[src/rtl/signed_dot_pkg.sv]
// Shared encodings and default widths for the signed dot-product accumulator.
package signed_dot_pkg;

  localparam int PROD_W_DEF = 16;
  localparam int ACC_W_DEF  = 24;
  localparam int CNT_W_DEF  = 10;

  typedef enum logic [1:0] {
    IDLE  = 2'd0,
    ACCUM = 2'd1,
    HOLD  = 2'd2
  } state_t;

  localparam logic signed [ACC_W_DEF-1:0] ACC_MAX = {1'b0, {(ACC_W_DEF-1){1'b1}}};
  localparam logic signed [ACC_W_DEF-1:0] ACC_MIN = {1'b1, {(ACC_W_DEF-1){1'b0}}};

endpackage

[src/rtl/acc_sat_adder.sv]
// Combinational accumulate step: sign-extend product, add, flag overflow.
// Clamping on overflow is enabled by defining SIGNED_DOT_ACC_SAT_EN; otherwise the sum wraps.
module acc_sat_adder
  import signed_dot_pkg::*;
#(
  parameter int PROD_W = PROD_W_DEF,
  parameter int ACC_W  = ACC_W_DEF
) (
  input  logic [ACC_W-1:0]  acc,
  input  logic [PROD_W-1:0] prod,
  output logic [ACC_W-1:0]  sum,
  output logic              ovf_now
);

  logic signed [ACC_W-1:0] acc_s;
  logic signed [ACC_W-1:0] prod_ext;
  logic signed [ACC_W-1:0] raw;

  assign acc_s    = acc;
  assign prod_ext = {{(ACC_W-PROD_W){prod[PROD_W-1]}}, prod};
  assign raw      = acc_s + prod_ext;
  // Same-sign addends producing an opposite-sign result is the only overflow case.
  assign ovf_now  = (acc_s[ACC_W-1] == prod_ext[ACC_W-1]) && (raw[ACC_W-1] != acc_s[ACC_W-1]);

`ifdef SIGNED_DOT_ACC_SAT_EN
  localparam logic signed [ACC_W-1:0] SUM_MAX = {1'b0, {(ACC_W-1){1'b1}}};
  localparam logic signed [ACC_W-1:0] SUM_MIN = {1'b1, {(ACC_W-1){1'b0}}};

  function automatic logic signed [ACC_W-1:0] clamp(input logic signed [ACC_W-1:0] r,
                                                     input logic ovf, input logic neg);
    if (!ovf) return r;
    return neg ? SUM_MIN : SUM_MAX;
  endfunction

  assign sum = clamp(raw, ovf_now, acc_s[ACC_W-1]);
`else
  assign sum = raw;
`endif

endmodule

[src/rtl/signed_dot_accumulator.sv]
// Packet-wise signed accumulator for the multiplier product stream with a valid/ready result port.
// Saturating accumulation is selected with SIGNED_DOT_ACC_SAT_EN (wrap-around by default).
module signed_dot_accumulator
  import signed_dot_pkg::*;
#(
  parameter int PROD_W = PROD_W_DEF,
  parameter int ACC_W  = ACC_W_DEF,
  parameter int CNT_W  = CNT_W_DEF
) (
  input  logic              clk,
  input  logic              rst_n,
  input  logic              acc_clr,
  input  logic              in_valid,
  output logic              in_ready,
  input  logic [PROD_W-1:0] in_prod,
  input  logic              in_last,
  output logic              out_valid,
  input  logic              out_ready,
  output logic [ACC_W-1:0]  out_acc,
  output logic [CNT_W-1:0]  out_count,
  output logic              out_ovf
);

  state_t state, state_nxt;

  logic signed [ACC_W-1:0] acc_p0;
  logic [CNT_W-1:0]        cnt_p0;
  logic                    ovf_p0;

  logic [ACC_W-1:0] sum;
  logic             ovf_now;
  logic             accept;
  logic             release_res;
  logic [CNT_W-1:0] cnt_inc;
  logic             ovf_new;

  acc_sat_adder #(
    .PROD_W (PROD_W),
    .ACC_W  (ACC_W)
  ) u_add (
    .acc     (acc_p0),
    .prod    (in_prod),
    .sum     (sum),
    .ovf_now (ovf_now)
  );

  assign in_ready    = (state != HOLD);
  assign out_valid   = (state == HOLD);
  assign accept      = in_valid && in_ready;
  assign release_res = (state == HOLD) && out_ready;
  assign cnt_inc     = (cnt_p0 == '1) ? cnt_p0 : cnt_p0 + 1'b1;
  assign ovf_new     = ovf_p0 | ovf_now;

  always_ff @(posedge clk or negedge rst_n) begin
    if (!rst_n) state <= IDLE;
    else        state <= state_nxt;
  end

  always_comb begin
    state_nxt = state;
    case (state)
      IDLE, ACCUM: if (accept) state_nxt = in_last ? HOLD : ACCUM;
      HOLD:        if (out_ready) state_nxt = IDLE;
      default:     state_nxt = IDLE;
    endcase
    if (acc_clr) state_nxt = IDLE;
  end

  // Stage p0: running packet sum, term count and sticky overflow; result holding registers.
  always_ff @(posedge clk or negedge rst_n) begin
    if (!rst_n) begin
      acc_p0    <= '0;
      cnt_p0    <= '0;
      ovf_p0    <= 1'b0;
      out_acc   <= '0;
      out_count <= '0;
      out_ovf   <= 1'b0;
    end else if (acc_clr || release_res) begin
      acc_p0 <= '0;
      cnt_p0 <= '0;
      ovf_p0 <= 1'b0;
    end else if (accept && !in_last) begin
      acc_p0 <= sum;
      cnt_p0 <= cnt_inc;
      ovf_p0 <= ovf_new;
    end else if (accept) begin
      out_acc   <= sum;
      out_count <= cnt_inc;
      out_ovf   <= ovf_new;
    end
  end

endmodule

[config.mk]
export PLATFORM = sky130hd
export DESIGN_NAME = signed_dot_accumulator
export DESIGN_NICKNAME = d
export VERILOG_FILES = /design/src/rtl/signed_dot_pkg.sv /design/src/rtl/acc_sat_adder.sv /design/src/rtl/signed_dot_accumulator.sv
export SDC_FILE = /design/constraint.sdc
export NUM_CORES = 1
export LEC_CHECK = 0
export BUFFER_PORTS_ARGS = -buffer_cell sky130_fd_sc_hd__buf_2
export CAP_MARGIN = 5
export CORE_MARGIN = 3
export CORE_UTILIZATION = 35
export CTS_CLUSTER_DIAMETER = 30
export DETAILED_ROUTE_END_ITERATION = 16
export GPL_ROUTABILITY_DRIVEN = 0
export PLACE_DENSITY = 0.54
export REMOVE_ABC_BUFFERS = 1
export SYNTH_ARGS = -nofsm -noshare
export SYNTH_HDL_FRONTEND = slang
export SYNTH_SLANG_ARGS = --single-unit
[constraint.sdc]
create_clock -name clk -period 2.41 [get_ports clk]
set_input_delay 0 -clock clk [delete_from_list [all_inputs] [get_ports clk]]
set_output_delay 0 -clock clk [all_outputs]
set_load 0.03 [all_outputs]
==> results of run 1 <==
synth_stat cells (3+ instances only):
| cell | count |
|---|---|
| o211ai_1 | 3 |
| a21oi_2 | 5 |
| nand2b_1 | 3 |
| nor4_1 | 3 |
| nor3_1 | 13 |
| o21bai_1 | 6 |
| nand3_1 | 25 |
| a211o_1 | 3 |
| and2_1 | 4 |
| nand4_1 | 11 |
| ha_1 | 24 |
| a31oi_1 | 6 |
| nand2_1 | 101 |
| mux2i_1 | 8 |
| clkbuf_1 | 17 |
| dfrtp_1 | 72 |
| xor2_1 | 15 |
| a32oi_1 | 3 |
| mux2_2 | 4 |
| o21ai_1 | 9 |
| xnor2_1 | 12 |
| inv_1 | 10 |
| a21oi_1 | 37 |
| a21o_1 | 12 |
| nor2b_1 | 3 |
| or3_1 | 3 |
| nor2_1 | 36 |
| buf_2 | 9 |
| o21ai_0 | 34 |
| a211oi_1 | 3 |
| buf_1 | 3 |
area by class of cell:
| class | instances | area, µm² |
|---|---|---|
| well taps | 172 | 215 |
| clock inverters | 3 | 42.5 |
| clock buffers | 12 | 246 |
| fillers | 1275 | 7070 |
| inverters | 10 | 37.5 |
| repair buffers | 98 | 611 |
| flip-flops and latches | 72 | 1800 |
| multi-input cells | 428 | 2850 |
worst register-to-register path, cell delays in order (launching register included):
cell and delay [ps]:
dfrtp_1 390, ha_1 400, and2_2 270, nand3_4 140, or2_4 290, o221ai_2 210, nand3_1 120, mux2_1 330
o211ai_1 90
per-stage QoR:
stage	hold WS, ps	std cells
final	25.8	795
after global routing	49.2	795
after CTS	15.8	788
after detailed placement	216	769
after global placement	213	769
after floorplan	-296	510
path summary, 6_finish.rpt:
kind                                        start                      to  cells past startpoint
setup reg to reg           acc_p0[11]$_DFFE_PN0P_  acc_p0[16]$_DFFE_PN0P_                      8
hold / removal                          out_ready    state[1]$_DFFE_PN0P_                      4
hold reg to reg            out_acc[3]$_DFFE_PN0P_  out_acc[3]$_DFFE_PN0P_                      2
setup / recovery           acc_p0[11]$_DFFE_PN0P_  acc_p0[16]$_DFFE_PN0P_                      8
min in group asynchronous                   rst_n  out_acc[7]$_DFFE_PN0P_                      2
max in group asynchronous                   rst_n  acc_p0[23]$_DFFE_PN0P_                      2
power by group through the flow:
stage | Combinational, mW | Sequential (mW) | Clock (mW)
floorplan | 0.515 | 1.71 | 0
global placement | 1.14 | 1.47 | 0
detailed placement | 1.15 | 1.47 | 0
CTS | 1.16 | 1.45 | 1.38
global route | 1.30 | 1.47 | 1.42
finish | 1.19 | 1.45 | 1.33
flip-flops by register name, indices dropped and copies added (netlist names):
register,flops
out_count,10
cnt_p0,10
out_acc,24
acc_p0,24
state,2
ovf_p0,1
out_ovf,1
what timing repair did:
item	CTS	global route
pin swaps	0	11
hold buffers	4	0
gates cloned	0	0
gates resized for setup	1	22
buffers inserted	0	7
setup endpoints to repair	1	20
endpoints found under the hold margin	74	0
per-layer routing:
layer  up-vias  wire [µm]  GRT usage
met3        17        650     0.0362
li1       2080          -          -
met1      2015       6020      0.241
met2       103       5710      0.277
met4         0        176     0.0532
met5         -          0          0
logic make-up (layout without fill, tap and decap cells):
kind of cell	count (synthesis)	count (layout)	synth area share
fa+ha+maj	25	25	0.0680
buf+inv	40	123	0.0351
simple gates	219	219	0.218
mux	13	13	0.0290
flops	72	72	0.382
compound gates	143	143	0.212
xor+xnor	28	28	0.0550
==> metrics, run 1 <==
initial drt markers approximately 220; CP Capture Type flop; WS Path Type reg2reg; port buffer count between 50 and 60; most common cell after layout, fill and taps aside nand2_1; pre-CTS WS 26.1 ps; CTS Buf Count 9; slew margin rel. 0.374; Pwr Density 684 nW/µm²; syn_area_per_cell a little under 9 µm²; Top Ports 59; NetSw 1.37 mW; Via-to-Cell Ratio roughly 5.3; Placeable Area between 10,000 and 15,000 µm²; Worst Path Arrival between 2000 and 3000 ps; Worst-Skew Late Latency about 340 ps; share of cells above drive strength 1 0.252; RSZ-0062 raised after global routing yes; Final Hold Viols 0; Tmin final 2320 ps; Clock transition at path regs roughly 60 ps; clk root buf clkbuf_16; Longest Clk Path Bufs 2; max-slew violations 0; nets 666; via count around 4,200; crit path cell chain ha_1, and2_2, nand3_4, or2_4, o221ai_2, nand3_1, mux2_1, o211ai_1; status finished, final reports clean; num rows just over 40; detailed-route DRC error count 0; final worst slack roughly 93 ps; antenna viol nets, final 0; Slowest-stage cell, CP ha_1; post-synth top area cell dfrtp_1; dpl cell area between 5000 and 6000 µm²; Core Util, Final 0.451; Reg power frac 0.365; First-pass DRT Iterations 6; Post-synth ARST share 1.00; TritonCTS Sinks between 70 and 80; CTS tree yes; first-pass GRT wire length 20.7 mm; Chip Height about 120 µm; leakage roughly 2.7 nW; Worst R2R Setup Slack 90 ps; Setup Skew between 5 and 6 ps; fin crit share 0.961; Worst VDD drop 0.304 mV; Worst Hold Class in2reg; commonest cells after routing, fill and taps aside nand2_1 (101), dfrtp_1 (72), buf_2 (57), nor2_1 (36), buf_4 (35); Power Total a little under 4 mW; GRT overflow 0; final WL approximately 13 mm; Required @ worst endpoint approximately 2700 ps; Fmax 432 MHz; routed len/inst roughly 16 µm; Sw Ratio 0.344; Main synth FF type dfrtp_1; initial antenna violation count 0; Seq/Total Area, Yosys 0.382; vias in the first global route 4,090; largest net degree at the start of global routing 73; # setup viols final 0; Yosys top cell area share 0.382; Worst Path Max Fanout 7; top post-synthesis cells by area dfrtp_1 (38%), nand2_1 (8.0%), ha_1 (6.4%); CP peak stage delay around 400 ps; Die X ~120 µm; Max H-tree Level 3; Crit path max-delay family simple AND/OR/NAND/NOR gates; Clk pwr share 0.336; post-route design area around 5800 µm²; Synth Instances 540; setup TNS 0 ps; number of synthesized flops with an enable pin 0; warnings from Yosys 0; Synth Register Bits between 70 and 80; post-DP HPWL approximately 9 mm; die area around 15,000 µm²; Ant. Diodes 0; Total GRT Usage 0.175; Cell Int Power about 2.6 mW; max cap viols 0; area delta synth->final 23.2%; Post-Synthesis Cell Area around 4700 µm²; Worst setup SP type flop; Logic pwr share 0.299; Slew @ Worst Pin around 940 ps; Synth cell types between 60 and 70; Initial Utilization 0.366; critical path buffer and inverter count 0
(Power assumes the default switching activity.)
==> run 2: changes to the inputs <==
Settings changed: ABC_AREA from default to 1, SETUP_SLACK_MARGIN from default to 0.1.
==> metrics, run 2 <==
status finished, final reports clean; Cell Int Power 2.68 mW (+2.9%); Worst Path Arrival 2340 ps (-230 ps); post-synth top area cell dfrtp_1; CP Capture Type flop; Tmin final 2110 ps (-211 ps); leakage 2.87 nW (+4.6%); Via-to-Cell Ratio 4.67 (-12%); warnings from Yosys 0 (unchanged); initial drt markers 160 (-28%); # setup viols final 0 (unchanged); Placed Instances 824 (+7.2%); max cap viols 0 (unchanged); post-synthesis adder-cell area fraction 0.0723 (+0.00432); Simple-Gate Fraction of Synth Area 0.316 (+0.0978); final WL 11.1 mm (-12%); WS Path Type reg2reg; detailed-route DRC error count 0 (unchanged); Worst VDD drop 0.362 mV (+19%); Ant. Diodes 0 (unchanged); num rows 40 (-2.4%); number of synthesized flops with an enable pin 0 (unchanged); Chip Height 118 µm (-2.9%); Fmax 475 MHz (+10%); Post-Synth XOR/XNOR Area 0.0297 (-0.0253); Logic pwr share 0.256 (-0.043); largest family of logic cells by synthesized area simple AND/OR/NAND/NOR gates; NetSw 1.29 mW (-5.4%); Final Hold Viols 0 (unchanged); Sw Ratio 0.325 (-0.0188); Synth cell types 30 (-55%); die area 14,000 µm² (-5.7%); Die X 118 µm (-2.9%); setup TNS 0 ps (unchanged); RSZ-0062 raised after global routing no; Clock transition at path regs 60 ps (about the same); final cell count without fillers 847 (+6.5%); via count 3,958 (-6.1%); Synth Instances 607 (+12%); Yosys top cell area share 0.407 (+0.0243); Clk pwr share 0.382 (+0.046); First-pass DRT Iterations 4 (-2); Initial Utilization 0.363 (-0.00315); antenna viol nets, final 0 (unchanged); fin crit share 0.874 (-0.0874); critical path buffer and inverter count 0 (unchanged); Worst-Skew Late Latency 340 ps (about the same); Required @ worst endpoint 2640 ps (-20 ps); Pwr Density 751 nW/µm² (+9.7%); Longest Clk Path Bufs 2 (unchanged); clk root buf clkbuf_16; first-pass GRT wire length 19.0 mm (-8.1%); share of cells above drive strength 1 0.147 (-0.105); Top Ports 59 (unchanged); most frequent cell after synthesis nand2_1; Slowest-stage cell, CP fa_1; vias in the first global route 3,956 (-3.3%); Worst setup SP type flop; crit path cell chain ha_1, fa_1, nand3_1, nand2_1, nand2_1, nand2_1, nand2_1, nand2_1, nand2_1, nand3_1, nand3_1, nand2_1; largest net degree at the start of global routing 73 (unchanged); routed len/inst 13.1 µm (-17%); crit-path most repeated cell nand2_1; post-synthesis compound-gate area fraction 0.0944 (-0.118); Reg area 1800 µm² (unchanged); Synth Register Bits 72 (unchanged); mux cell area share after synthesis 0 (-0.0290); Max H-tree Level 3 (unchanged); initial antenna violation count 0 (unchanged); nets 721 (+8.3%); Main synth FF type dfrtp_1; Worst Hold Class in2reg; Total GRT Usage 0.167 (-0.00793); area delta synth->final 19.4%; # fillers 1,281 (+0.47%); Post-synth ARST share 1.00 (unchanged); GRT overflow 0 (unchanged); syn_area_per_cell 7.30 µm² (-16%); most common cell after layout, fill and taps aside nand2_1; post-DP HPWL 8.28 mm (-9.1%); Placeable Area 12,200 µm² (-5.2%); largest registers acc_p0 (24), out_acc (24); CTS tree yes; Setup Skew 7.80 ps (+2.34 ps); port buffer count 58 (unchanged); slew margin rel. 0.392 (+0.0181); Slew @ Worst Pin 912 ps (-27.2 ps); Worst Path Max Fanout 4 (-3); commonest cells after routing, fill and taps aside nand2_1 (233), dfrtp_1 (72), inv_1 (65), buf_2 (57), nand3_1 (42); top post-synthesis cells by area dfrtp_1 (41%), nand2_1 (20%), ha_1 (6.8%); Post-Synthesis Cell Area 4430 µm² (-6.0%); area of the multi-input gates 2270 µm² (-20%); Seq/Total Area, Yosys 0.407 (+0.0243); Reg power frac 0.363 (-0.002); max-slew violations 0 (unchanged); commonest cells in the synthesized netlist nand2_1 (233), dfrtp_1 (72), inv_1 (65), nand3_1 (42), nor2_1 (33); Crit path max-delay family simple AND/OR/NAND/NOR gates; TritonCTS Sinks 72 (unchanged); CTS Buf Count 9 (unchanged); CP peak stage delay 410 ps (about the same)
==> run 2: cell types whose count changed after synthesis, sizes merged, moves of 6 or more <==
cell / delta
a21o: -12
a21oi: -17
a31oi: -6
clkbuf: -16
inv: +63
mux2i: -8
nand2: +131
nand3: +17
nor3: -8
xor2: -8
==> run 2: routing by layer <==
| layer | wire (µm) | GRT usage |
|---|---|---|
| met3 | 390 | 0.0354 |
| met4 | 200 | 0.0579 |
| met1 | 5340 | 0.220 |
| met5 | 0 | 0 |
| met2 | 5140 | 0.272 |
==> run 2: worst register-to-register path: cells and delay by family, from the launching register on <==
| kind | cells | cell delay (ps) |
|---|---|---|
| fa+ha+maj | 2 | 630 |
| flops | 1 | 380 |
| simple gates | 10 | 1000 |
==> run 2: final timing paths <==
| path | start | end | slack [ps] | cells past startpoint |
|---|---|---|---|---|
| worst max-delay path | acc_p0[0]$_DFFE_PN0P_ | out_acc[18]$_DFFE_PN0P_ | 300 | 12 |
| worst min-delay path | in_prod[0] | out_acc[0]$_DFFE_PN0P_ | 60 | 4 |
| worst max register to register | acc_p0[0]$_DFFE_PN0P_ | out_acc[18]$_DFFE_PN0P_ | 300 | 12 |
| worst min register to register | out_acc[2]$_DFFE_PN0P_ | out_acc[2]$_DFFE_PN0P_ | 460 | 2 |
| min in group asynchronous | rst_n | out_acc[3]$_DFFE_PN0P_ | 340 | 2 |
| max in group asynchronous | rst_n | acc_p0[23]$_DFFE_PN0P_ | 1470 | 2 |
==> run 2: layout make-up <==
| class | count | share of cell area |
|---|---|---|
| well taps | 168 | 0.0397 |
| flip-flops and latches | 72 | 0.341 |
| multi-input cells | 450 | 0.429 |
| clock inverters | 6 | 0.0203 |
| clock buffers | 10 | 0.0433 |
| inverters | 73 | 0.0518 |
| repair buffers | 68 | 0.0752 |
==> run 2: power groups by stage <==
stage	Sequential, mW	Clock [mW]	Combinational [mW]
after floorplan	1.69	0	0.464
final	1.44	1.52	1.01
after global placement	1.46	0	1.01
after detailed placement	1.46	0	1.02
after CTS	1.44	1.56	1.03
after global routing	1.46	1.61	1.13
==> run 2: through the flow <==
stage	util	worst slack, ps	power, mW	area (µm²)	hold slack, ps
after detailed placement	0.400	300	2.48	4880	206
after floorplan	-	425	2.16	4350	-296
after global routing	0.433	142	4.20	5290	77.1
after global placement	0.400	374	2.47	4880	207
after CTS	0.433	299	4.03	5290	52.0
final	0.433	304	3.97	5290	57.7
==> run 2: repair_timing <==
item                       in CTS  in global routing
buffers inserted                0                  0
setup endpoints to repair       0                  0
hold buffers                    7                  0
gates resized for setup         0                  0
hold endpoints to repair       74                  0
==> run 2: kinds of logic after synthesis <==
kind of cell,count (synthesis)
fa+ha+maj,25
buf+inv,85
simple gates,336
compound gates,74
xor+xnor,15
flops,72
